$ cat config.mk
export PLATFORM = sky130hd
export DESIGN_NAME = servo_pwm_multi
export DESIGN_NICKNAME = d
export VERILOG_FILES = /design/src/rtl/servo_pkg.sv /design/src/rtl/servo_channel.sv /design/src/rtl/servo_pwm_multi.sv
export SDC_FILE = /design/constraint.sdc
export NUM_CORES = 1
export LEC_CHECK = 0
export CAP_MARGIN = 5
export CORE_AREA = 10 10 176 261
export DETAILED_ROUTE_END_ITERATION = 8
export DIE_AREA = 0 0 186 271
export GPL_TIMING_DRIVEN = 0
export PLACE_DENSITY = 0.71
export SYNTH_ARGS = -nofsm -noshare
export SYNTH_HDL_FRONTEND = slang
export SYNTH_SLANG_ARGS = --single-unit
$ cat constraint.sdc
create_clock -name clk -period 6.3 [get_ports clk]
set_clock_uncertainty 0.15 [all_clocks]
set_input_delay 1.575 -clock clk [delete_from_list [all_inputs] [get_ports clk]]
set_output_delay 1.575 -clock clk [all_outputs]
set_load 0.02 [all_outputs]
$ cat src/rtl/servo_pkg.sv
// Shared constants and helpers for the multi-channel servo PWM block.
package servo_pkg;

  localparam int US_W        = 16;
  localparam int CTRL_ADDR   = 0;
  localparam int STATUS_ADDR = 1;
  localparam int CH_BASE     = 2;
  localparam int CH_STRIDE   = 2;

  function automatic logic [US_W-1:0] clampUs(input logic [US_W-1:0] v,
                                              input logic [US_W-1:0] lo,
                                              input logic [US_W-1:0] hi);
    if (v < lo) return lo;
    if (v > hi) return hi;
    return v;
  endfunction

endpackage

$ cat src/rtl/servo_channel.sv
// One servo channel: clamped target, slew-limited current width and the
// registered pulse compare against the shared frame counter.
module servo_channel
  import servo_pkg::*;
#(
  parameter int MIN_US    = 1000,
  parameter int MAX_US    = 2000,
  parameter int CENTER_US = 1500
) (
  input  logic            clk,
  input  logic            reset_n,
  input  logic            frameStart_i,
  input  logic            enable_i,
  input  logic [US_W-1:0] frameCnt_i,
  input  logic            wrTarget_i,
  input  logic            wrSlew_i,
  input  logic [US_W-1:0] wdata_i,
  output logic [US_W-1:0] target_o,
  output logic [US_W-1:0] slew_o,
  output logic            atTarget_o,
  output logic            pwm_o
);

  logic [US_W-1:0] target_q, target_d;
  logic [US_W-1:0] slew_q, slew_d;
  logic [US_W-1:0] current_q, current_d;
  logic            pwm_q, pwm_d;
  logic signed [US_W:0] diff, absDiff, slewExt;

  // The frame update reads target_q, so a write landing on frame_start waits a frame.
  always_comb begin
    diff      = $signed({1'b0, target_q}) - $signed({1'b0, current_q});
    absDiff   = (diff < 0) ? -diff : diff;
    slewExt   = $signed({1'b0, slew_q});
    target_d  = wrTarget_i ? clampUs(wdata_i, US_W'(MIN_US), US_W'(MAX_US)) : target_q;
    slew_d    = wrSlew_i ? wdata_i : slew_q;
    current_d = current_q;
    if (frameStart_i) begin
      if (slew_q == '0 || absDiff <= slewExt) begin
        current_d = target_q;
      end else if (diff < 0) begin
        current_d = current_q - slew_q;
      end else begin
        current_d = current_q + slew_q;
      end
    end
    pwm_d = enable_i && (frameCnt_i < current_q);
  end

  always_ff @(posedge clk) begin
    if (!reset_n) begin
      target_q  <= US_W'(CENTER_US);
      slew_q    <= '0;
      current_q <= US_W'(CENTER_US);
      pwm_q     <= 1'b0;
    end else begin
      target_q  <= target_d;
      slew_q    <= slew_d;
      current_q <= current_d;
      pwm_q     <= pwm_d;
    end
  end

  assign target_o   = target_q;
  assign slew_o     = slew_q;
  assign atTarget_o = (current_q == target_q);
  assign pwm_o      = pwm_q;

endmodule

$ cat src/rtl/servo_pwm_multi.sv
// N-channel servo PWM generator behind an Avalon-MM slave: timebase,
// enable, register decode and registered readback.
module servo_pwm_multi
  import servo_pkg::*;
#(
  parameter int NUM_CH      = 4,
  parameter int CLKS_PER_US = 50,
  parameter int PERIOD_US   = 20000,
  parameter int MIN_US      = 1000,
  parameter int MAX_US      = 2000,
  parameter int CENTER_US   = 1500,
  parameter int ADDR_W      = 6
) (
  input  logic              clk,
  input  logic              reset_n,
  input  logic [ADDR_W-1:0] avs_address,
  input  logic              avs_read,
  input  logic              avs_write,
  input  logic [31:0]       avs_writedata,
  output logic [31:0]       avs_readdata,
  output logic [NUM_CH-1:0] servo_out
);

  localparam int PW = (CLKS_PER_US > 1) ? $clog2(CLKS_PER_US) : 1;
  localparam logic [PW-1:0]   PRESC_LAST = PW'(CLKS_PER_US - 1);
  localparam logic [US_W-1:0] FRAME_LAST = US_W'(PERIOD_US - 1);

  logic              enable_q, enable_d;
  logic [PW-1:0]     presc_q, presc_d;
  logic [US_W-1:0]   frame_q, frame_d;
  logic [31:0]       rdData_q, rdData_d;
  logic              tick, frameStart, ctrlWr;
  logic [NUM_CH-1:0] wrTarget, wrSlew, atTarget, pwm;
  logic [US_W-1:0]   chTarget [NUM_CH];
  logic [US_W-1:0]   chSlew   [NUM_CH];
  logic              unusedWdata;

  assign ctrlWr     = avs_write && (avs_address == ADDR_W'(CTRL_ADDR));
  assign tick       = enable_q && (presc_q == PRESC_LAST);
  assign frameStart = tick && (frame_q == FRAME_LAST);
  assign unusedWdata = ^avs_writedata[31:US_W];

  // While disabled the timebase sits at zero so a re-enable always starts a fresh frame.
  always_comb begin
    enable_d = ctrlWr ? avs_writedata[0] : enable_q;
    presc_d  = '0;
    frame_d  = '0;
    if (enable_q) begin
      presc_d = tick ? '0 : presc_q + PW'(1);
      frame_d = frame_q;
      if (tick) begin
        frame_d = (frame_q == FRAME_LAST) ? '0 : frame_q + US_W'(1);
      end
    end
  end

  always_comb begin
    rdData_d = rdData_q;
    if (avs_read) begin
      rdData_d = '0;
      if (avs_address == ADDR_W'(CTRL_ADDR))   rdData_d = {31'b0, enable_q};
      if (avs_address == ADDR_W'(STATUS_ADDR)) rdData_d = 32'(atTarget);
      for (int i = 0; i < NUM_CH; i++) begin
        if (avs_address == ADDR_W'(CH_BASE + CH_STRIDE * i))     rdData_d = 32'(chTarget[i]);
        if (avs_address == ADDR_W'(CH_BASE + CH_STRIDE * i + 1)) rdData_d = 32'(chSlew[i]);
      end
    end
  end

  always_ff @(posedge clk) begin
    if (!reset_n) begin
      enable_q <= 1'b0;
      presc_q  <= '0;
      frame_q  <= '0;
      rdData_q <= '0;
    end else begin
      enable_q <= enable_d;
      presc_q  <= presc_d;
      frame_q  <= frame_d;
      rdData_q <= rdData_d;
    end
  end

  for (genvar g = 0; g < NUM_CH; g++) begin : gCh
    assign wrTarget[g] = avs_write && (avs_address == ADDR_W'(CH_BASE + CH_STRIDE * g));
    assign wrSlew[g]   = avs_write && (avs_address == ADDR_W'(CH_BASE + CH_STRIDE * g + 1));

    servo_channel #(
      .MIN_US    (MIN_US),
      .MAX_US    (MAX_US),
      .CENTER_US (CENTER_US)
    ) uChannel (
      .clk          (clk),
      .reset_n      (reset_n),
      .frameStart_i (frameStart),
      .enable_i     (enable_q),
      .frameCnt_i   (frame_q),
      .wrTarget_i   (wrTarget[g]),
      .wrSlew_i     (wrSlew[g]),
      .wdata_i      (avs_writedata[US_W-1:0]),
      .target_o     (chTarget[g]),
      .slew_o       (chSlew[g]),
      .atTarget_o   (atTarget[g]),
      .pwm_o        (pwm[g])
    );
  end

  assign avs_readdata = rdData_q;
  assign servo_out    = pwm;

endmodule

==> summary.md, run 1 <==
| Metric | Value |
|---|---|
| Outcome | `finished, violations left` |
| Failing checks | `capacitance limit, slew limit` |
| Worst rel slew slack | `-2.351%` |
| Setup violators final | `0` |
| Fin crit share | `98.60%` |
| Hold WC Path Type | `flip-flop to flip-flop` |
| Most frequent cells in the layout | `318 x nand2_1, 259 x ha_1, 254 x a21oi_1` |
| Synth top area share | `21.41%` |
| Root buffer cell | `clkbuf_16` |
| CTS tree | `done` |
| Mapped Cells | `2890` |
| Die height | `271 um` |
| Final hold slack | `0.3114 ns` |
| CTS Buffer Depth | `3` |
| Largest net degree at the start of global routing | `15` |
| Share of cells above drive strength 1 | `4.086%` |
| WP data arrival | `6.53 ns` |
| VDD IR max | `0.1416 mV` |
| Fin crit period | `6.212 ns` |
| Routability cong. | `1.069` |
| Crit-path max FO | `10` |
| Yosys warning count | `0` |
| Critical-path cell list | `inv_1, ha_1, fa_1, nor2b_1, o31a_1, o21ai_1, o31ai_4, a311o_2, clkbuf_2, nor2_1, a21oi_1, ha_1, nor2b_1, o31a_1, or4_1, a311o_1, a31o_2, a21oi_1, o21ai_0, xnor2_1, a211o_1, a21oi_1` |
| Avg Cell Area, Syn | `7.603 um2` |
| Critical path type | `flip-flop to flip-flop` |
| Area growth from synthesis to final layout | `9.116%` |
| CP peak stage delay | `0.48 ns` |
| Post-route ant nets | `0` |
| Vias/cell | `6.608` |
| Ys flop type | `dfxtp_1` |
| Rows | `91` |
| Iter 0 DRT Violations | `2421` |
| HPWL after DPL | `73430 um` |
| Max-Cap Viols | `1` |
| Number of synthesized flops with an enable pin | `0` |
| Post-Syn Area | `0.02197 mm2` |
| Async set-reset flop share out of synthesis | `0%` |
| Initial Util | `53.61%` |
| Die area | `0.05041 mm2` |
| Flops & latches, synth | `235` |
| Via count | `23.14k` |
| Sequential area share after synthesis | `21.41%` |
| CTS clk-pin slew, worst paths | `0.07 ns` |
| DRC Markers | `0` |
| Worst R2R Start | `gCh[1].uChannel.target_o[0]` |
| Post-layout util | `58.50%` |
| Setup crit start | `gCh[1].uChannel.target_o[0]` |
| Worst skew pair latency | `0.55 ns` |
| Initial antenna violation count | `5` |
| First-pass GRT wire length | `136300 um` |
| Total global routing overflow | `0` |
| Slowest cell on crit path | `or4_1` |
| Worst path most repeated cell | `a21oi_1` |
| Core area | `0.04099 mm2` |
| Hold_sp | `presc_q[0]` |
| Design area | `0.02398 mm2` |
| Unrepaired setup endpoints after global routing | `true` |
| Worst-margin pin slew | `1.532 ns` |
| Total Routing Usage GR | `36.08%` |
| DIE WIDTH | `186 um` |
| First-pass DRT Iterations | `6` |
| Top post-synthesis cells by area | `dfxtp_1 21%, ha_1 15%, xnor2_1 6.1%` |
| Area leader, netlist | `dfxtp_1` |
| Post-CTS setup buffer count | `0` |
| P_leak | `9.968 nW` |
| Critical Path RT | `6.62 ns` |
| Startpoint types | `flip-flop` |
| Vias in the first global route | `22.08k` |
| Slew Viols, Final | `6` |
| WL per Instance | `26.84 um` |
| NumNets Final | `3280` |
| Total routed wirelength | `93970 um` |
| Post-DP Area | `0.02308 mm2` |
| Endpoint type of the worst setup path | `flip-flop` |
| Cts bufs inserted | `24` |
| P per Cell Area | `157.0 mW/mm2` |
| I/O Pins | `78` |
| Max Freq | `161.0 MHz` |
| Port bufs | `40` |
| H-tree depth | `1` |
| Commonest non-fill, non-tap cell in the layout | `nand2_1` |
| Yosys cell types | `96` |
| CTS sink cnt | `235` |
| Hold Violations, Final | `0` |
| Cts hold-fix bufs | `0` |
## registers in the layout, summed over array words and instances, names as in the netlist
name	flops
gCh.uChannel.current_q	64
gCh.uChannel.slew_o	64
gCh.uChannel.target_o	64
avs_readdata	16
frame_q	16
presc_q	6
gCh.uChannel.pwm_o	4
enable_q	1
## worst paths after layout
check | endpoint | cells past startpoint | slack (ns)
worst min register to register | presc_q[0] | 1 | 0.31
worst max-delay path | gCh[1].uChannel.current_q[15] | 22 | 0.09
worst max register to register | gCh[1].uChannel.current_q[15] | 22 | 0.09
worst min-delay path | presc_q[0] | 1 | 0.31
## report_power, final
group,internal [W],total (W),switching [W]
logic,0.000248,0.000677,0.000428
registers,0.00149,0.00150,0.0000104
clock network,0.000914,0.00158,0.000669
## synth_stat cells (13+ instances only)
cell type	count
nand2_1	318
ha_1	259
a21oi_1	255
dfxtp_1	235
nor2_1	230
inv_1	186
xnor2_1	152
o21ai_0	126
clkbuf_1	115
o211ai_1	66
nand3_1	61
xor2_1	61
nor3_1	60
a211oi_1	55
and3_1	46
nand4_1	44
nor4_1	37
a21o_1	34
o21a_1	34
nor2b_1	32
a22oi_1	31
nand2b_1	31
o31ai_1	30
mux2i_1	28
a31oi_1	26
buf_4	22
o221ai_1	16
a221oi_1	15
and2_1	15
a21boi_0	14
o2111ai_1	13
o21ai_1	13
## repair_timing
| item | in CTS | in global routing |
|---|---|---|
| endpoints found under the setup margin | 12 | 17 |
| pin swaps | 0 | 0 |
| gates resized for setup | 7 | 5 |
## final cells by class
class                           count  area, um2
Multi-Input combinational cell   2332      15990
Fill cell                        3907      17010
Antenna cell                        4      10.01
Clock buffer                       32      711.9
Tap cell                          511      639.4
Sequential cell                   235       4705
Inverter                          187      701.9
Buffer                            150      689.4
Timing Repair Buffer               41      405.4
Clock inverter                      9      127.6
## worst max-delay path, delay by kind of cell, from the launching register on
family	cells	cell delay [ns]
adders and majority gates	3	0.95
buffers and inverters	2	0.40
DFF	1	0.37
and+or+nand+nor	4	0.90
xor gates and xnor gates	1	0.16
AOI/OAI and AO/OA	12	3.21
## kinds of logic (layout without fill, tap and decap cells)
family                     count (synthesis)  count (layout)  share of synthesized area, %
AOI/OAI and AO/OA                        847             847                         25.62
xor gates and xnor gates                 215             215                         8.689
adders and majority gates                267             267                         15.48
buffers and inverters                    338             419                         6.332
DFF                                      235             235                         21.41
muxes                                     35              35                         1.685
other                                      1              20                       0.01707
and+or+nand+nor                          952             952                         20.77
## routing by layer
layer  vias up  global-route usage (%)  part of all wire (%)  routed length [um]
li1      10660                       -                     -                   -
met3       400                   4.964                   7.2                6741
met2      1271                   60.20                    47               44070
met5         -                       0                 0.013                  12
met4         2                   31.04                   9.8                9185
met1     10810                   39.20                    36               33960
## metrics by stage
stage	setup TNS [ns]	power [W]	instances	setup WS, ns
6_report	0	0.003764	3501	0.08792
5_1_grt	-0.1346	0.003842	3497	-0.1346
4_1_cts	0	0.003728	3498	0.08430
3_5_place_dp	-1.749	0.002187	3457	-0.3835
3_3_place_gp	-0.4741	0.002175	3456	-0.2321
2_1_floorplan	0	0.001977	2905	0.8788
Power figures use the tool's default switching activity.
==> run 2, diff against run 1 <==
--- a/config.mk
+++ b/config.mk
@@ -6,11 +6,12 @@
 export NUM_CORES = 1
 export LEC_CHECK = 0
 export CAP_MARGIN = 5
-export CORE_AREA = 10 10 176 261
+export CORE_AREA = 2 2 168 253
 export DETAILED_ROUTE_END_ITERATION = 8
-export DIE_AREA = 0 0 186 271
+export DIE_AREA = 0 0 170 255
 export GPL_TIMING_DRIVEN = 0
 export PLACE_DENSITY = 0.71
+export REMOVE_ABC_BUFFERS = 1
 export SYNTH_ARGS = -nofsm -noshare
 export SYNTH_HDL_FRONTEND = slang
 export SYNTH_SLANG_ARGS = --single-unit
==> run 2 against run 1 <==
Effect of this change:
- the flow now finishes without violations
- power increased by 0.66%
- register-to-register slack improved by 0.23 ns
- sequential share of layout area increased by 0.28 points
- flip-flop and latch count unchanged
==> summary.md, run 2 (synthesis results as in run 1) <==
| Metric | Value |
|---|---|
| H-tree depth | `1 (unchanged)` |
| Iter 0 DRT Violations | `1824 (-25%)` |
| Design area | `0.02363 mm2 (-1.4%)` |
| CTS tree | `done` |
| Fin crit period | `5.982 ns (-0.2303 ns)` |
| Crit-path max FO | `8 (-2)` |
| Most frequent cells in the layout | `315 x nand2_1, 259 x ha_1, 253 x a21oi_1` |
| Largest delay share family, worst path | `compound AO/OA/AOI/OAI gates` |
| Die height | `255 um (-5.9%)` |
| Post-DP Area | `0.02257 mm2 (-2.2%)` |
| Worst R2R Path Depth | `21 (-4.5%)` |
| Worst R2R Start | `gCh[1].uChannel.target_o[0]` |
| Fill count | `3886 (-0.54%)` |
| Unrepaired setup endpoints after global routing | `false` |
| Fin crit share | `94.95% (-3.7 points)` |
| Endpoint type of the worst setup path | `flip-flop` |
| Outcome | `finished clean` |
| Worst hold path cell count | `2 (+1)` |
| Root buffer cell | `clkbuf_16` |
| Routability cong. | `0.9947 (-6.9%)` |
| WP data arrival | `6.31 ns (-0.22 ns)` |
| Slew Viols, Final | `0 (-6)` |
| Core area | `0.04144 mm2 (+1.1%)` |
| Worst path depth | `21 (-4.5%)` |
| CP peak stage delay | `0.55 ns (+0.07 ns)` |
| HPWL after DPL | `58960 um (-20%)` |
| First-pass DRT Iterations | `8 (+2)` |
| Critical path type | `flip-flop to flip-flop` |
| Worst-margin pin slew | `1.264 ns (-0.2676 ns)` |
| Post-route ant nets | `0 (unchanged)` |
| Hold Violations, Final | `0 (unchanged)` |
| Tot Pwr | `0.003789 W (+0.66%)` |
| Largest net degree at the start of global routing | `120 (+105)` |
| I/O Pins | `78 (unchanged)` |
| R2R Setup Slk | `0.32 ns (+0.23 ns)` |
| NumNets Final | `3149 (-4.0%)` |
| CTS sink cnt | `235 (unchanged)` |
| P per Cell Area | `160.3 mW/mm2 (+2.1%)` |
| Worst rel slew slack | `15.20% (+18 points)` |
| Slowest cell on crit path | `or4_1` |
| Max-Cap Viols | `0 (-1)` |
| Hold Path End | `gCh[1].uChannel.slew_o[13]` |
| Total routed wirelength | `78110 um (-17%)` |
| Startpoint types | `flip-flop` |
| Cts hold-fix bufs | `0 (unchanged)` |
| Area growth from synthesis to final layout | `7.556%` |
| Initial Util | `53.03% (-0.58 points)` |
| Pre-CTS setup slack | `-0.2615 ns (+0.1221 ns)` |
| Critical Path RT | `6.63 ns (about the same)` |
| Vias/cell | `6.520 (-1.3%)` |
| Via count | `22.01k (-4.8%)` |
| First-pass GRT wire length | `116800 um (-14%)` |
| CTS Buffer Depth | `3 (unchanged)` |
| DIE WIDTH | `170 um (-8.6%)` |
| Total Routing Usage GR | `34.74% (-1.3 points)` |
| Port bufs | `45 (+13%)` |
| Worst path most repeated cell | `a21oi_1` |
| Total global routing overflow | `0 (unchanged)` |
| Hold WC Path Type | `flip-flop to flip-flop` |
| Die area | `0.04335 mm2 (-14%)` |
| DRC Markers | `0 (unchanged)` |
| R2R Path End | `gCh[1].uChannel.current_q[15]` |
| Worst setup margin | `0.3183 ns (+0.2303 ns)` |
| Cts bufs inserted | `25 (+4.2%)` |
| Initial antenna violation count | `0 (-5)` |
| Critical-path cell list | `inv_1, ha_1, fa_1, nor2b_1, o31a_1, o21ai_1, o31ai_4, a311o_2, nor2_1, a21oi_1, ha_1, nor2b_1, o31a_1, or4_1, a311o_1, a31o_2, a21oi_1, o21ai_0, xnor2_1, a211o_1, a21oi_1` |
| Commonest non-fill, non-tap cell in the layout | `nand2_1` |
| CTS clk-pin slew, worst paths | `0.07 ns (about the same)` |
| Setup violators final | `0 (unchanged)` |
| Hold_sp | `gCh[1].uChannel.slew_o[13]` |
| Worst skew pair latency | `0.55 ns (about the same)` |
| Share of cells above drive strength 1 | `3.884% (-0.20 points)` |
| Rows | `92 (+1.1%)` |
| Vias in the first global route | `20.53k (-7.0%)` |
| WL per Instance | `23.14 um (-14%)` |
| VDD IR max | `0.1677 mV (+18%)` |
| P_leak | `9.806 nW (-1.6%)` |
| Max Freq | `167.2 MHz (+3.9%)` |
| Final hold slack | `0.3128 ns (+0.001354 ns)` |
| Buf/Inv on CP | `1 (-1)` |
[run 2: changes by cell type in the layout (fill, tap and decap cells not counted), sizes merged]
cell / delta
diode: -3
buf: -22
clkbuf: -112
clkdlybuf4s50: +3
bufinv: +1
a41oi: +1
inv: +1
a311o: +1
clkinv: -1
[run 2: layer usage]
| metal | global-route usage [%] | wire, um | up-vias |
|---|---|---|---|
| met4 | 25.35 | 6732 | 0 |
| met3 | 5.288 | 5962 | 306 |
| met2 | 58.41 | 35670 | 1004 |
| met1 | 40.13 | 29740 | 10310 |
| li1 | - | - | 10390 |
| met5 | 0 | 0 | - |
[run 2: worst max path at each step]
| stage | from | to | slack, ns |
|---|---|---|---|
| floorplan | gCh[1].uChannel.target_o[0] | gCh[1].uChannel.current_q[15] | 0.77 |
| global placement | reset_n | gCh[0].uChannel.current_q[0] | -4.44 |
| detailed placement | gCh[3].uChannel.target_o[8] | gCh[3].uChannel.current_q[5] | -0.26 |
| CTS | gCh[1].uChannel.target_o[0] | gCh[1].uChannel.current_q[15] | 0.02 |
| global route | gCh[1].uChannel.target_o[0] | gCh[1].uChannel.current_q[15] | 0.002 |
| finish | gCh[1].uChannel.target_o[0] | gCh[1].uChannel.current_q[15] | 0.32 |
[run 2: timing repair]
item	in CTS	in global routing
setup endpoints to repair	16	49
pin swaps	0	2
gates cloned	0	2
buffers inserted	0	7
gates resized for setup	5	13
[run 2: final cells by class]
cell class / instances / area, um2 / share of cell area (%)
antenna: 1 / 2.502 / 0.01059
clock buffer: 35 / 733.2 / 3.102
clock inverter: 10 / 161.4 / 0.6829
inverter: 187 / 706.9 / 2.991
multi-input combinational: 2334 / 16070 / 68.01
sequential: 235 / 4705 / 19.91
tap: 517 / 646.9 / 2.737
timing repair buffer: 57 / 604.3 / 2.557
[run 2: stage by stage]
| stage | util [%] | setup TNS (ns) | instances |
|---|---|---|---|
| floorplan | - | 0 | 2754 |
| global placement | 54.15 | -476.50 | 3316 |
| detailed placement | 54.46 | -1.460 | 3321 |
| CTS | 56.66 | 0 | 3366 |
| global route | 57.03 | 0 | 3375 |
| finish | 57.03 | 0 | 3376 |
[run 2: power breakdown]
group          internal, W  switching, W  leakage, nW
logic             0.000243      0.000390         7.47
registers          0.00149    0.00000899         1.90
clock network     0.000977      0.000677        0.443
total              0.00271       0.00108         9.81
[run 2: worst min-delay path: stages (launching register included)]
cell and delay (ns):
dfxtp_1 0.31, nand2_1 0.05, a21oi_1 0.05
